--- src/rtl/mem_arbiter_if.sv ---
// Requester (C, D) and memory-macro signals of mem_arbiter bundled as one interface.
// MEM_ARB_ADDR_CHECK_EN adds the per-port err responses.
interface mem_arbiter_if #(
  parameter int ADDR_W = 32,
  parameter int DATA_W = 32
);
  localparam int BE_W = DATA_W / 8;

  logic              i_c_req, i_c_we;
  logic [ADDR_W-1:0] i_c_addr;
  logic [DATA_W-1:0] i_c_wdata;
  logic [BE_W-1:0]   i_c_be;
  logic              o_c_gnt, o_c_rvalid;
  logic [DATA_W-1:0] o_c_rdata;

  logic              i_d_req, i_d_we;
  logic [ADDR_W-1:0] i_d_addr;
  logic [DATA_W-1:0] i_d_wdata;
  logic [BE_W-1:0]   i_d_be;
  logic              o_d_gnt, o_d_rvalid;
  logic [DATA_W-1:0] o_d_rdata;

  logic              o_m_en, o_m_we;
  logic [ADDR_W-1:0] o_m_addr;
  logic [DATA_W-1:0] o_m_wdata;
  logic [BE_W-1:0]   o_m_be;
  logic [DATA_W-1:0] i_m_rdata;

`ifdef MEM_ARB_ADDR_CHECK_EN
  logic              o_c_err, o_d_err;
`endif

  modport slave (
`ifdef MEM_ARB_ADDR_CHECK_EN
    output o_c_err, o_d_err,
`endif
    input  i_c_req, i_c_we, i_c_addr, i_c_wdata, i_c_be,
    output o_c_gnt, o_c_rvalid, o_c_rdata,
    input  i_d_req, i_d_we, i_d_addr, i_d_wdata, i_d_be,
    output o_d_gnt, o_d_rvalid, o_d_rdata,
    output o_m_en, o_m_we, o_m_addr, o_m_wdata, o_m_be,
    input  i_m_rdata
  );

  modport master (
`ifdef MEM_ARB_ADDR_CHECK_EN
    input  o_c_err, o_d_err,
`endif
    output i_c_req, i_c_we, i_c_addr, i_c_wdata, i_c_be,
    input  o_c_gnt, o_c_rvalid, o_c_rdata,
    output i_d_req, i_d_we, i_d_addr, i_d_wdata, i_d_be,
    input  o_d_gnt, o_d_rvalid, o_d_rdata,
    input  o_m_en, o_m_we, o_m_addr, o_m_wdata, o_m_be,
    output i_m_rdata
  );
endinterface

--- src/rtl/mem_arbiter.sv ---
// Two-port (core C, DMA D) arbiter in front of a single-port fixed-latency memory.
// Optional MEM_ARB_ADDR_CHECK_EN: out-of-range/misaligned grants skip memory and respond with err.
module mem_arbiter #(
  parameter int ADDR_W     = 32,
  parameter int DATA_W     = 32,
  parameter int MEM_LAT    = 1,
  parameter int STARVE_MAX = 4
`ifdef MEM_ARB_ADDR_CHECK_EN
  , parameter logic [ADDR_W-1:0] ADDR_LIMIT = 32'h0000_4000
`endif
) (
  input logic          i_clk,
  input logic          i_rstn,
  mem_arbiter_if.slave bus
);
  localparam int BE_W = DATA_W / 8;
  localparam logic [1:0] ST_IDLE = 2'd0;
  localparam logic [1:0] ST_WAIT = 2'd1;
  localparam logic [1:0] ST_RESP = 2'd2;
  localparam logic [3:0] SMAX    = 4'(STARVE_MAX);
  localparam logic [2:0] LAT     = 3'(MEM_LAT);

  typedef struct packed {
    logic              we;
    logic [ADDR_W-1:0] addr;
    logic [DATA_W-1:0] wdata;
    logic [BE_W-1:0]   be;
  } req_t;

  logic [1:0] state;
  logic [2:0] wait_cnt;
  logic [3:0] starve_cnt;
  logic       owner_d, owner_we, owner_bad;

  req_t c_r, d_r, win_r;
  logic idle, grant, pick_d, win_bad, mem_act, resp;
  logic [DATA_W-1:0] rdata;

  assign c_r = {bus.i_c_we, bus.i_c_addr, bus.i_c_wdata, bus.i_c_be};
  assign d_r = {bus.i_d_we, bus.i_d_addr, bus.i_d_wdata, bus.i_d_be};

  // Gating with i_rstn keeps gnt and the memory strobe low while reset is held.
  assign idle   = (state == ST_IDLE) && i_rstn;
  assign grant  = idle && (bus.i_c_req || bus.i_d_req);
  assign pick_d = bus.i_d_req && (!bus.i_c_req || starve_cnt == SMAX);
  assign win_r  = pick_d ? d_r : c_r;

`ifdef MEM_ARB_ADDR_CHECK_EN
  assign win_bad = (win_r.addr >= ADDR_LIMIT) || ((win_r.addr & ADDR_W'(BE_W - 1)) != '0);
`else
  assign win_bad = 1'b0;
`endif

  assign mem_act = grant && !win_bad;

  assign bus.o_c_gnt   = grant && !pick_d;
  assign bus.o_d_gnt   = grant && pick_d;
  assign bus.o_m_en    = mem_act;
  assign bus.o_m_we    = mem_act && win_r.we;
  assign bus.o_m_addr  = mem_act ? win_r.addr  : '0;
  assign bus.o_m_wdata = mem_act ? win_r.wdata : '0;
  assign bus.o_m_be    = mem_act ? win_r.be    : '0;

  always_ff @(posedge i_clk or negedge i_rstn) begin
    if (!i_rstn) begin
      state      <= ST_IDLE;
      wait_cnt   <= '0;
      starve_cnt <= '0;
      owner_d    <= 1'b0;
      owner_we   <= 1'b0;
      owner_bad  <= 1'b0;
    end else begin
      case (state)
        ST_IDLE: if (grant) begin
          owner_d   <= pick_d;
          owner_we  <= win_r.we;
          owner_bad <= win_bad;
          wait_cnt  <= LAT;
          state     <= (MEM_LAT == 1) ? ST_RESP : ST_WAIT;
          if (!pick_d && bus.i_d_req)
            starve_cnt <= (starve_cnt == SMAX) ? starve_cnt : starve_cnt + 4'd1;
          else
            starve_cnt <= '0;
        end
        // Leaving WAIT as the counter reaches 1 lands RESP exactly MEM_LAT cycles after gnt.
        ST_WAIT: begin
          wait_cnt <= wait_cnt - 3'd1;
          if (wait_cnt == 3'd2) state <= ST_RESP;
        end
        default: state <= ST_IDLE;
      endcase
    end
  end

  assign resp  = (state == ST_RESP);
  assign rdata = (!owner_we && !owner_bad) ? bus.i_m_rdata : '0;

  assign bus.o_c_rvalid = resp && !owner_d;
  assign bus.o_d_rvalid = resp && owner_d;
  assign bus.o_c_rdata  = bus.o_c_rvalid ? rdata : '0;
  assign bus.o_d_rdata  = bus.o_d_rvalid ? rdata : '0;

`ifdef MEM_ARB_ADDR_CHECK_EN
  assign bus.o_c_err = bus.o_c_rvalid && owner_bad;
  assign bus.o_d_err = bus.o_d_rvalid && owner_bad;
`endif
endmodule

--- src/flat_wrapper.sv ---
// flat-port wrapper written by rule: the top's interface ports become plain ports
module mem_arbiter_flat 
#(
  parameter int ADDR_W     = 32,
  parameter int DATA_W     = 32,
  parameter int MEM_LAT    = 1,
  parameter int STARVE_MAX = 4

)
  (i_clk, i_rstn, bus_i_c_req, bus_i_c_we, bus_i_c_addr, bus_i_c_wdata, bus_i_c_be, bus_o_c_gnt, bus_o_c_rvalid, bus_o_c_rdata, bus_i_d_req, bus_i_d_we, bus_i_d_addr, bus_i_d_wdata, bus_i_d_be, bus_o_d_gnt, bus_o_d_rvalid, bus_o_d_rdata, bus_o_m_en, bus_o_m_we, bus_o_m_addr, bus_o_m_wdata, bus_o_m_be, bus_i_m_rdata);
  mem_arbiter_if #(.ADDR_W(ADDR_W), .DATA_W(DATA_W)) bus_i ();
  input logic i_clk;
  input logic i_rstn;
  input wire logic [$bits(bus_i.i_c_req)-1:0] bus_i_c_req;
  input wire logic [$bits(bus_i.i_c_we)-1:0] bus_i_c_we;
  input wire logic [$bits(bus_i.i_c_addr)-1:0] bus_i_c_addr;
  input wire logic [$bits(bus_i.i_c_wdata)-1:0] bus_i_c_wdata;
  input wire logic [$bits(bus_i.i_c_be)-1:0] bus_i_c_be;
  output wire logic [$bits(bus_i.o_c_gnt)-1:0] bus_o_c_gnt;
  output wire logic [$bits(bus_i.o_c_rvalid)-1:0] bus_o_c_rvalid;
  output wire logic [$bits(bus_i.o_c_rdata)-1:0] bus_o_c_rdata;
  input wire logic [$bits(bus_i.i_d_req)-1:0] bus_i_d_req;
  input wire logic [$bits(bus_i.i_d_we)-1:0] bus_i_d_we;
  input wire logic [$bits(bus_i.i_d_addr)-1:0] bus_i_d_addr;
  input wire logic [$bits(bus_i.i_d_wdata)-1:0] bus_i_d_wdata;
  input wire logic [$bits(bus_i.i_d_be)-1:0] bus_i_d_be;
  output wire logic [$bits(bus_i.o_d_gnt)-1:0] bus_o_d_gnt;
  output wire logic [$bits(bus_i.o_d_rvalid)-1:0] bus_o_d_rvalid;
  output wire logic [$bits(bus_i.o_d_rdata)-1:0] bus_o_d_rdata;
  output wire logic [$bits(bus_i.o_m_en)-1:0] bus_o_m_en;
  output wire logic [$bits(bus_i.o_m_we)-1:0] bus_o_m_we;
  output wire logic [$bits(bus_i.o_m_addr)-1:0] bus_o_m_addr;
  output wire logic [$bits(bus_i.o_m_wdata)-1:0] bus_o_m_wdata;
  output wire logic [$bits(bus_i.o_m_be)-1:0] bus_o_m_be;
  input wire logic [$bits(bus_i.i_m_rdata)-1:0] bus_i_m_rdata;
  assign bus_i.i_c_req = bus_i_c_req;
  assign bus_i.i_c_we = bus_i_c_we;
  assign bus_i.i_c_addr = bus_i_c_addr;
  assign bus_i.i_c_wdata = bus_i_c_wdata;
  assign bus_i.i_c_be = bus_i_c_be;
  assign bus_o_c_gnt = bus_i.o_c_gnt;
  assign bus_o_c_rvalid = bus_i.o_c_rvalid;
  assign bus_o_c_rdata = bus_i.o_c_rdata;
  assign bus_i.i_d_req = bus_i_d_req;
  assign bus_i.i_d_we = bus_i_d_we;
  assign bus_i.i_d_addr = bus_i_d_addr;
  assign bus_i.i_d_wdata = bus_i_d_wdata;
  assign bus_i.i_d_be = bus_i_d_be;
  assign bus_o_d_gnt = bus_i.o_d_gnt;
  assign bus_o_d_rvalid = bus_i.o_d_rvalid;
  assign bus_o_d_rdata = bus_i.o_d_rdata;
  assign bus_o_m_en = bus_i.o_m_en;
  assign bus_o_m_we = bus_i.o_m_we;
  assign bus_o_m_addr = bus_i.o_m_addr;
  assign bus_o_m_wdata = bus_i.o_m_wdata;
  assign bus_o_m_be = bus_i.o_m_be;
  assign bus_i.i_m_rdata = bus_i_m_rdata;
  mem_arbiter #(.ADDR_W(ADDR_W), .DATA_W(DATA_W), .MEM_LAT(MEM_LAT), .STARVE_MAX(STARVE_MAX)) u_core (.i_clk(i_clk), .i_rstn(i_rstn), .bus(bus_i));
endmodule
--- config.mk ---
export PLATFORM = sky130hd
export DESIGN_NAME = mem_arbiter_flat
export DESIGN_NICKNAME = d
export VERILOG_FILES = /design/src/rtl/mem_arbiter_if.sv /design/src/rtl/mem_arbiter.sv /design/src/flat_wrapper.sv
export SDC_FILE = /design/constraint.sdc
export NUM_CORES = 1
export LEC_CHECK = 0
export ABC_AREA = 1
export CAP_MARGIN = 20
export CORE_AREA = 2 2 120 122
export CTS_BUF_LIST = sky130_fd_sc_hd__clkbuf_2
export DETAILED_ROUTE_END_ITERATION = 7
export DIE_AREA = 0 0 122 124
export PLACE_DENSITY = 0.6
export SYNTH_ARGS = -nofsm -noshare
export SYNTH_HDL_FRONTEND = slang
export SYNTH_SLANG_ARGS = --single-unit
--- constraint.sdc ---
create_clock -name i_clk -period 2.13 [get_ports i_clk]
set_input_delay 0.426 -clock i_clk [delete_from_list [all_inputs] [get_ports i_clk]]
set_output_delay 0.426 -clock i_clk [all_outputs]
set_load 0.05 [all_outputs]
* Word-level counts from Yosys, hierarchy flattened
Index checks and enable logic that the tools add are counted.
** Cells by class
- Add/subtract/negate cells :: 2
- Equality and inequality tests :: 7
- Muxes and demuxes :: 14
- Reduce and logical (&&, ||, !) cells :: 20
** Operator list (number)
- 32-bit two-way mux :: 5
- 69-bit two-way mux :: 1
- 4-bit two-way mux :: 3
- 1-bit logical AND :: 9
- 3-bit one-hot mux with 2 select lines :: 1
- 2-bit AND reduction :: 3
- 4-bit by 1-bit adder with 4-bit output (second input constant) :: 1
- 4-bit by 3-bit equality test with 1-bit output (second input constant) :: 1
- 2-bit two-way mux :: 2
- 2-bit by 1-bit inequality test with 1-bit output (second input constant) :: 2
- 2-bit one-hot mux with 2 select lines :: 1
- 3-bit by 2-bit equality test with 1-bit output (second input constant) :: 1
- 1-bit logical NOT :: 3
- 3-bit two-way mux :: 1
- 3-bit AND reduction :: 1
- 3-bit by 1-bit subtractor with 3-bit output (second input constant) :: 1
- 2-bit by 1-bit equality test with 1-bit output (second input constant) :: 1
- 2-bit equality test (second input constant) :: 1
- 2-bit logical NOT :: 1
- 1-bit logical OR :: 2
- 2-bit inequality test (second input constant) :: 1
- 2-bit nonzero test :: 1
** Storage, ports and cells
- Flip-flop bits (word level) :: 11
- Bits of input ports :: 174
- Output and inout port bits :: 138
- Logic and storage cells :: 48

* Logic depth before layout (Yosys ltp)
Gate-level depths: netlist of the first run.
- Depth after elaboration :: 7
- Gate-level depth with buffers :: 10
- Depth with buffers taken out :: 8

* Worst setup path after synthesis of the first run
No wires, ideal clock.
- Path type :: flip-flop to output port
- From :: register u_core.owner_d
- To :: output bus_o_c_rdata[10]
- Data arrival time :: 2.576 ns
- Data required time :: 1.704 ns
- Path slack :: -0.872 ns
- Cell stages (with the launch flop) :: 5
- Buffers on the path :: 1
- Cells stage by stage :: dfrtp_1 -> nor2_1 -> inv_1 -> clkbuf_1 -> nor3_1
** Between the ends
- Cells in the longest elaborated chain, start to end :: 3
** RTL lines
- from (decl) :: RTL line mem_arbiter.sv:33 : logic owner_d, owner_we, owner_bad;
- from (signal assigned) :: RTL line mem_arbiter.sv:75 : owner_d <= pick_d;
- 1-bit logical NOT :: RTL line mem_arbiter.sv:98 : assign bus.o_c_rvalid = resp && !owner_d;
- 1-bit logical AND :: RTL line mem_arbiter.sv:98
- via bus_o_c_rvalid :: RTL line flat_wrapper.sv:20 : output wire logic [$bits(bus_i.o_c_rvalid)-1:0] bus_o_c_rvalid;
- 32-bit two-way mux :: RTL line mem_arbiter.sv:100 : assign bus.o_c_rdata = bus.o_c_rvalid ? rdata : '0;
- to (decl) :: RTL line flat_wrapper.sv:21 : output wire logic [$bits(bus_i.o_c_rdata)-1:0] bus_o_c_rdata;
The timed path passes the listed nets, and every way through them passes these cells.

* Final worst setup path of the first run
- From :: register u_core.starve_cnt[1]
- To :: output bus_o_m_addr[17]
** Between the ends
- Cells in the longest elaborated chain, start to end :: 5
** RTL lines
- from (decl) :: RTL line mem_arbiter.sv:32 : logic [3:0] starve_cnt;
- from (signal assigned) :: RTL line mem_arbiter.sv:81 : starve_cnt <= (starve_cnt == SMAX) ? starve_cnt : starve_cnt + 4'd1;
- 4-bit by 3-bit equality test with 1-bit output :: RTL line mem_arbiter.sv:45 : assign pick_d = bus.i_d_req && (!bus.i_c_req || starve_cnt == SMAX);
- 1-bit logical OR :: RTL line mem_arbiter.sv:45
- 1-bit logical AND :: RTL line mem_arbiter.sv:45
- 69-bit two-way mux :: RTL line mem_arbiter.sv:46 : assign win_r = pick_d ? d_r : c_r;
- 32-bit two-way mux :: RTL line mem_arbiter.sv:60 : assign bus.o_m_addr = mem_act ? win_r.addr : '0;
- to (decl) :: RTL line flat_wrapper.sv:32 : output wire logic [$bits(bus_i.o_m_addr)-1:0] bus_o_m_addr;
Every way passes these cells.

==> out/metrics.yaml, run 1 <==
timing:
  max_freq_mhz: 438
  rsz0062_at_grt: "yes"
  post-route-period-util: 1.07
  slew_headroom: 0.753
  finalHoldViolCount: 0
  fin_hold_ws_ps: 243
  setup_viol: 71
  worst_clock_skew_ps: 9.96
  worst_slack_ps: -155
  period_minus_slack_ps: 2280
  maxSlewViolCount: 0
  worstMarginPinSlew_ps: 368
yosys:
  synth_top_area_share: 0.310
  synth_cells: 393
  synth_xor_area_frac: 0
  synth_compound_area_frac: 0.00536
  ys_seq_area_frac: 0.0938
  syn_area_mm2: 0.00187
  yosysTopAreaCell: "nand2_1"
  synth_edf_count: 0
  yosysUniqueCellTypes: 15
  yosys_register_bits: 7
  postSynthAreaPerCell_um2: 4.75
  yosysWarnings: 0
  synthMuxAreaShare: 0
  async_reset_ff_frac: 1.00
  ys.flop_type: "dfrtp_1"
  synth_area_leaders: "nand2_1 31%, nand3_1 20%, nor3_1 17%"
  synth_top_family_by_area: "simple AND/OR/NAND/NOR gates"
  syn_nets: 569
  synthMostInstantiatedCell: "nand2_1"
  synthTopCellsByCount: "154 x nand2_1, 74 x nand3_1, 64 x nor3_1, 42 x inv_1, 20 x clkbuf_1"
  synthSimpleGateAreaFrac: 0.713
  synthAdderAreaFrac: 0.0134
critical_path:
  start_kind: "register"
  cp-startpoint: "u_core.starve_cnt[1]"
  crit_type: "reg2out"
  required_ps: 1700
  crit_chain: "inv_2 > ha_4 > nand3_4 > nand2_4 > nand2_4 > nor2_4 > buf_4 > buf_12 > nand2_1 > nand2_2 > buf_12"
  reg2regPathDepth: 11
  cp-end-kind: "primary output"
  r2r-end: "u_core.owner_d"
  r2r-start: "u_core.starve_cnt[1]"
  rrSetupSlack_ps: 520
  cpPeakStageDelay_ps: 400
  cp_slowest_cell: "dfrtp_1"
  cp.buffers_inverters: 4
  worstPathArrival_ps: 1860
  cp_max_fo: 9
  endpoint: "bus_o_m_addr[17]"
  path_depth: 11
  crit_family: "simple AND/OR/NAND/NOR gates"
floorplanning:
  pin_count: 312
  die_width_um: 122
  design.core.area_mm2: 0.0137
  row_count: 43
  die_h_um: 124
  initial_core_util: 0.136
  die_area_mm2: 0.0151
clock_tree:
  cts_buffer_depth: 2
  h-tree-depth: 1
  cts_tree: "built"
  clock_latency_ps: 240
  cts-hold-fix-buffers: 0
  cts-buffers-inserted: 3
  path_clk_slew_ps: 90
  clockRootBuffer: "clkbuf_2"
  clock-sinks: 7
detailed_routing:
  drtPass1Iterations: 4
  wl_per_cell_um: 17.5
  drc: 0
  ant_nets: 0
  post_drt_via_cell_ratio: 4.52
  vias: 4084
  drt-initial-drc-count: 168
  drt-total-wl_um: 15800
finish:
  seq_area_um2: 179
  drive_gt1_frac: 0.482
  multiInputGateArea_mm2: 0.00217
  antenna_cells: 0
  nets: 901
  area_growth_pct: 323
  fin_util: 0.576
  n_fill_cell: 1171
placement:
  routabilityCongestion: 0.841
  place.port_buffers: 311
  preCtsSetupSlack_ps: -310
  place_hpwl_um: 11200
grt:
  grt_pass1_wl_um: 21800
  grt_max_degree: 36
  track_usage: 0.184
  grt_overflow: 0
  antenna_found_initial: 0
  first_global_vias: 4127
worst_hold_path:
  hp-class: "in2async"
run_status:
  violations: "setup timing"
  status: "complete, but fails checks"
flow_run:
  drv_cap: 0
pwr:
  total_leakage_power_uw: 0.00348
  max-vdd-ir-drop_mv: 0.159
  p_per_area_mw_per_mm2: 337
-- cell families after synthesis --
group,after synthesis
AO/OA/AOI/OAI,2
adder cells (fa/ha/maj),2
buffers and inverters,78
flip-flops,7
AND/OR/NAND/NOR,304
-- per-stage QoR --
| stage | TNS (ps) | std cells | total power [µW] | cell area (µm²) |
|---|---|---|---|---|
| 6_report | -8110 | 904 | 2660 | 7900 |
| 3_5_place_dp | -16560 | 873 | 2340 | 7000 |
| 4_1_cts | -10480 | 896 | 2580 | 7480 |
| 3_3_place_gp | -15550 | 873 | 2320 | 7000 |
| 5_1_grt | -12280 | 904 | 2770 | 7900 |
| 2_1_floorplan | -6000 | 393 | 1120 | 2200 |
-- report_power, final --
group          total [µW]  switching, µW  internal, µW
registers             188           38.8           150
logic                2370           1230          1140
clock network         104           54.5          49.9
-- cells in the final DEF (no fill, tap or decap), types with 2 or more instances in the layout --
| cell type | count |
|---|---|
| dlygate4sd2_1 | 3 |
| o21ai_0 | 2 |
| clkdlybuf4s50_1 | 170 |
| nor3_4 | 14 |
| nor3_2 | 28 |
| nand2_1 | 57 |
| buf_12 | 145 |
| clkbuf_2 | 4 |
| nor3_1 | 22 |
| dfrtp_1 | 6 |
| nand2_2 | 57 |
| nor2_4 | 4 |
| nand3_2 | 4 |
| nand2_4 | 40 |
| buf_16 | 4 |
| nand3_1 | 69 |
| buf_4 | 30 |
| inv_1 | 38 |
| nor2_1 | 6 |
| clkbuf_16 | 5 |
| inv_2 | 5 |
| buf_6 | 5 |
-- what timing repair did --
item                                    4_1_cts  5_1_grt
endpoints found under the setup margin       72       92
endpoints found under the hold margin         0        0
setup buffers                                15        8
pin swaps                                     9       16
gates cloned                                  5        5
gates resized for setup                      74       93
-- sequential cells by signal (all words and copies together) (netlist names) --
signal,count
u_core.owner_d,1
u_core.starve_cnt,4
u_core.state,1
u_core.owner_we,1
-- cell type report --
class / count / area share
Timing Repair Buffer: 362 / 0.651
Multi-Input combinational cell: 308 / 0.275
Tap cell: 180 / 0.0285
Sequential cell: 7 / 0.0226
Inverter: 43 / 0.0204
Clock buffer: 4 / 0.00253
-- worst min-delay path by stage --
stage	end	slack, ps	cells past startpoint
global route	u_core.state[1]	250	2
floorplan	u_core.owner_d	130	0
CTS	u_core.owner_we	250	2
finish	u_core.owner_d	240	2
detailed placement	u_core.starve_cnt[3]	550	3
global placement	u_core.starve_cnt[3]	530	3
-- routing by layer --
layer	up-vias	track usage	share of wire
met5	-	0	0
met4	0	0.0489	0.011
met3	14	0.0499	0.093
met2	236	0.356	0.54
met1	1919	0.196	0.36
li1	1915	-	-
(Power assumes the default switching activity.)
==> run 2, diff against run 1 <==
clock period = 2.5 ns   (was 2.13 ns; I/O delays follow)
==> run 2 against run 1 <==
Compared with the run above: the flow now finishes without violations; sequential cell count did not move; cell count shrank 1.3%; register-to-register slack improved by 370 ps; critical endpoint is now bus_o_m_wdata[31]; largest power group unchanged.
==> out/metrics.yaml, run 2 (synthesis gave the netlist of run 1 again) <==
grt:
  first_global_vias: 3829
  antenna_found_initial: 0
  grt_pass1_wl_um: 19800
  grt_overflow: 0
  track_usage: 0.164
  grt_max_degree: 36
timing:
  worstMarginPinSlew_ps: 676
  post-route-period-util: 0.964
  worst_clock_skew_ps: 11.3
  rsz0062_at_grt: "yes"
  fin_hold_ws_ps: 305
  max_freq_mhz: 415
  setup_viol: 0
  finalHoldViolCount: 0
  period_minus_slack_ps: 2410
  fin_setup_tns_ps: 0
  slew_headroom: 0.549
  maxSlewViolCount: 0
clock_tree:
  clockRootBuffer: "clkbuf_2"
  h-tree-depth: 1
  clock-sinks: 7
  cts-hold-fix-buffers: 0
  cts_buffer_depth: 2
  path_clk_slew_ps: 80
  clock_latency_ps: 250
  cts_tree: "built"
  cts-buffers-inserted: 3
finish:
  antenna_cells: 0
  largest-register: "u_core.starve_cnt"
  nets: 889
  layout_commonest_cell: "clkdlybuf4s50_1"
  seq_area_um2: 176
  layout_common_cells: "171 x clkdlybuf4s50_1, 113 x buf_12, 97 x nand2_1"
  multiInputGateArea_mm2: 0.00170
  area_growth_pct: 266
  largest_register_ffs: 4
  drive_gt1_frac: 0.390
  n_fill_cell: 1290
critical_path:
  reg2regPathDepth: 10
  crit_chain: "inv_2 > ha_4 > nand3_4 > nand2_4 > nand2_4 > nor2_4 > buf_6 > clkbuf_16 > nand2_1 > nand2_2 > buf_12"
  cp_slowest_cell: "dfrtp_1"
  cp-startpoint: "u_core.starve_cnt[0]"
  cp_common_cell: "nand2_4"
  crit_type: "reg2out"
  rrSetupSlack_ps: 890
  r2r-end: "u_core.owner_we"
  start_kind: "register"
  cpPeakStageDelay_ps: 400
  worstPathArrival_ps: 1910
  cp-end-kind: "primary output"
  r2r-start: "u_core.starve_cnt[0]"
  crit_family: "buffers and inverters"
  required_ps: 2000
  cp_max_fo: 6
  cp.buffers_inverters: 4
detailed_routing:
  wl_per_cell_um: 15.5
  drt-initial-drc-count: 84
  drt-total-wl_um: 13800
  drtPass1Iterations: 4
  ant_nets: 0
  drc: 0
  vias: 3824
  post_drt_via_cell_ratio: 4.29
worst_hold_path:
  hp-class: "in2async"
floorplanning:
  initial_core_util: 0.136
  design.core.area_mm2: 0.0137
  row_count: 43
  pin_count: 312
  die_width_um: 122
  die_area_mm2: 0.0151
  die_h_um: 124
placement:
  place.port_buffers: 311
  place_hpwl_um: 11100
  routabilityCongestion: 0.795
run_status:
  status: "finished clean"
pwr:
  p_per_area_mw_per_mm2: 295
  max-vdd-ir-drop_mv: 0.121
  total_leakage_power_uw: 0.00306
flow_run:
  drv_cap: 0
run 2: cell count changes in the layout (fill, tap and decap cells not counted), moves of 3 or more:
cell,delta
nand3_1,+4
nand2_4,-38
nand3_2,-4
buf_16,-3
clkbuf_16,-3
nor3_4,-14
nand2_1,+40
buf_4,+27
nor3_1,+12
buf_12,-32
run 2: timing repair:
item / in CTS / in global routing
setup endpoints to repair: 62 / 68
cloned: 2 / 3
pin swaps: 5 / 10
gates resized for setup: 42 / 34
setup buffers: 7 / 3
hold endpoints to repair: 0 / 0
run 2: area by class of cell:
type,count,area share
clock buffers,4,0.00293
inverters,43,0.0237
multi-input cells,308,0.249
flip-flops and latches,7,0.0259
well taps,180,0.0330
repair buffers,350,0.665
run 2: per-stage QoR:
| step | setup WS [ps] | cell area (µm²) | utilization | std cells | total power [µW] |
|---|---|---|---|---|---|
| after floorplan | -99.6 | 2020 | - | 393 | 906 |
| after global placement | -42.7 | 6420 | 0.468 | 874 | 1840 |
| after detailed placement | -65.1 | 6420 | 0.468 | 874 | 1860 |
| after CTS | 4.69 | 6670 | 0.486 | 887 | 1990 |
| after global routing | -31.0 | 6820 | 0.497 | 892 | 2100 |
| final | 89.9 | 6820 | 0.497 | 892 | 2010 |
run 2: worst max path at each step:
stage	cells after the start	to
6_report	11	bus_o_m_wdata[31]
5_1_grt	11	bus_o_m_addr[13]
4_1_cts	12	bus_o_m_wdata[20]
3_5_place_dp	9	bus_o_m_addr[8]
3_3_place_gp	9	bus_o_m_wdata[31]
2_1_floorplan	3	bus_o_c_rdata[0]
run 2: power breakdown:
part / total, µW / internal (µW) / switching [µW] / leakage, µW
Combinational: 1750 / 838 / 912 / 0.00295
Clock: 89.5 / 42.5 / 46.9 / 0.0000166
Sequential: 170 / 125 / 45.0 / 0.0000902
run 2: layer usage:
| layer | up-vias | wire length (µm) | global-route usage |
|---|---|---|---|
| met5 | - | 0 | 0 |
| met4 | 0 | 236 | 0.0381 |
| met3 | 19 | 1090 | 0.0453 |
| met2 | 177 | 7780 | 0.322 |
| met1 | 1741 | 4690 | 0.174 |
| li1 | 1887 | - | - |
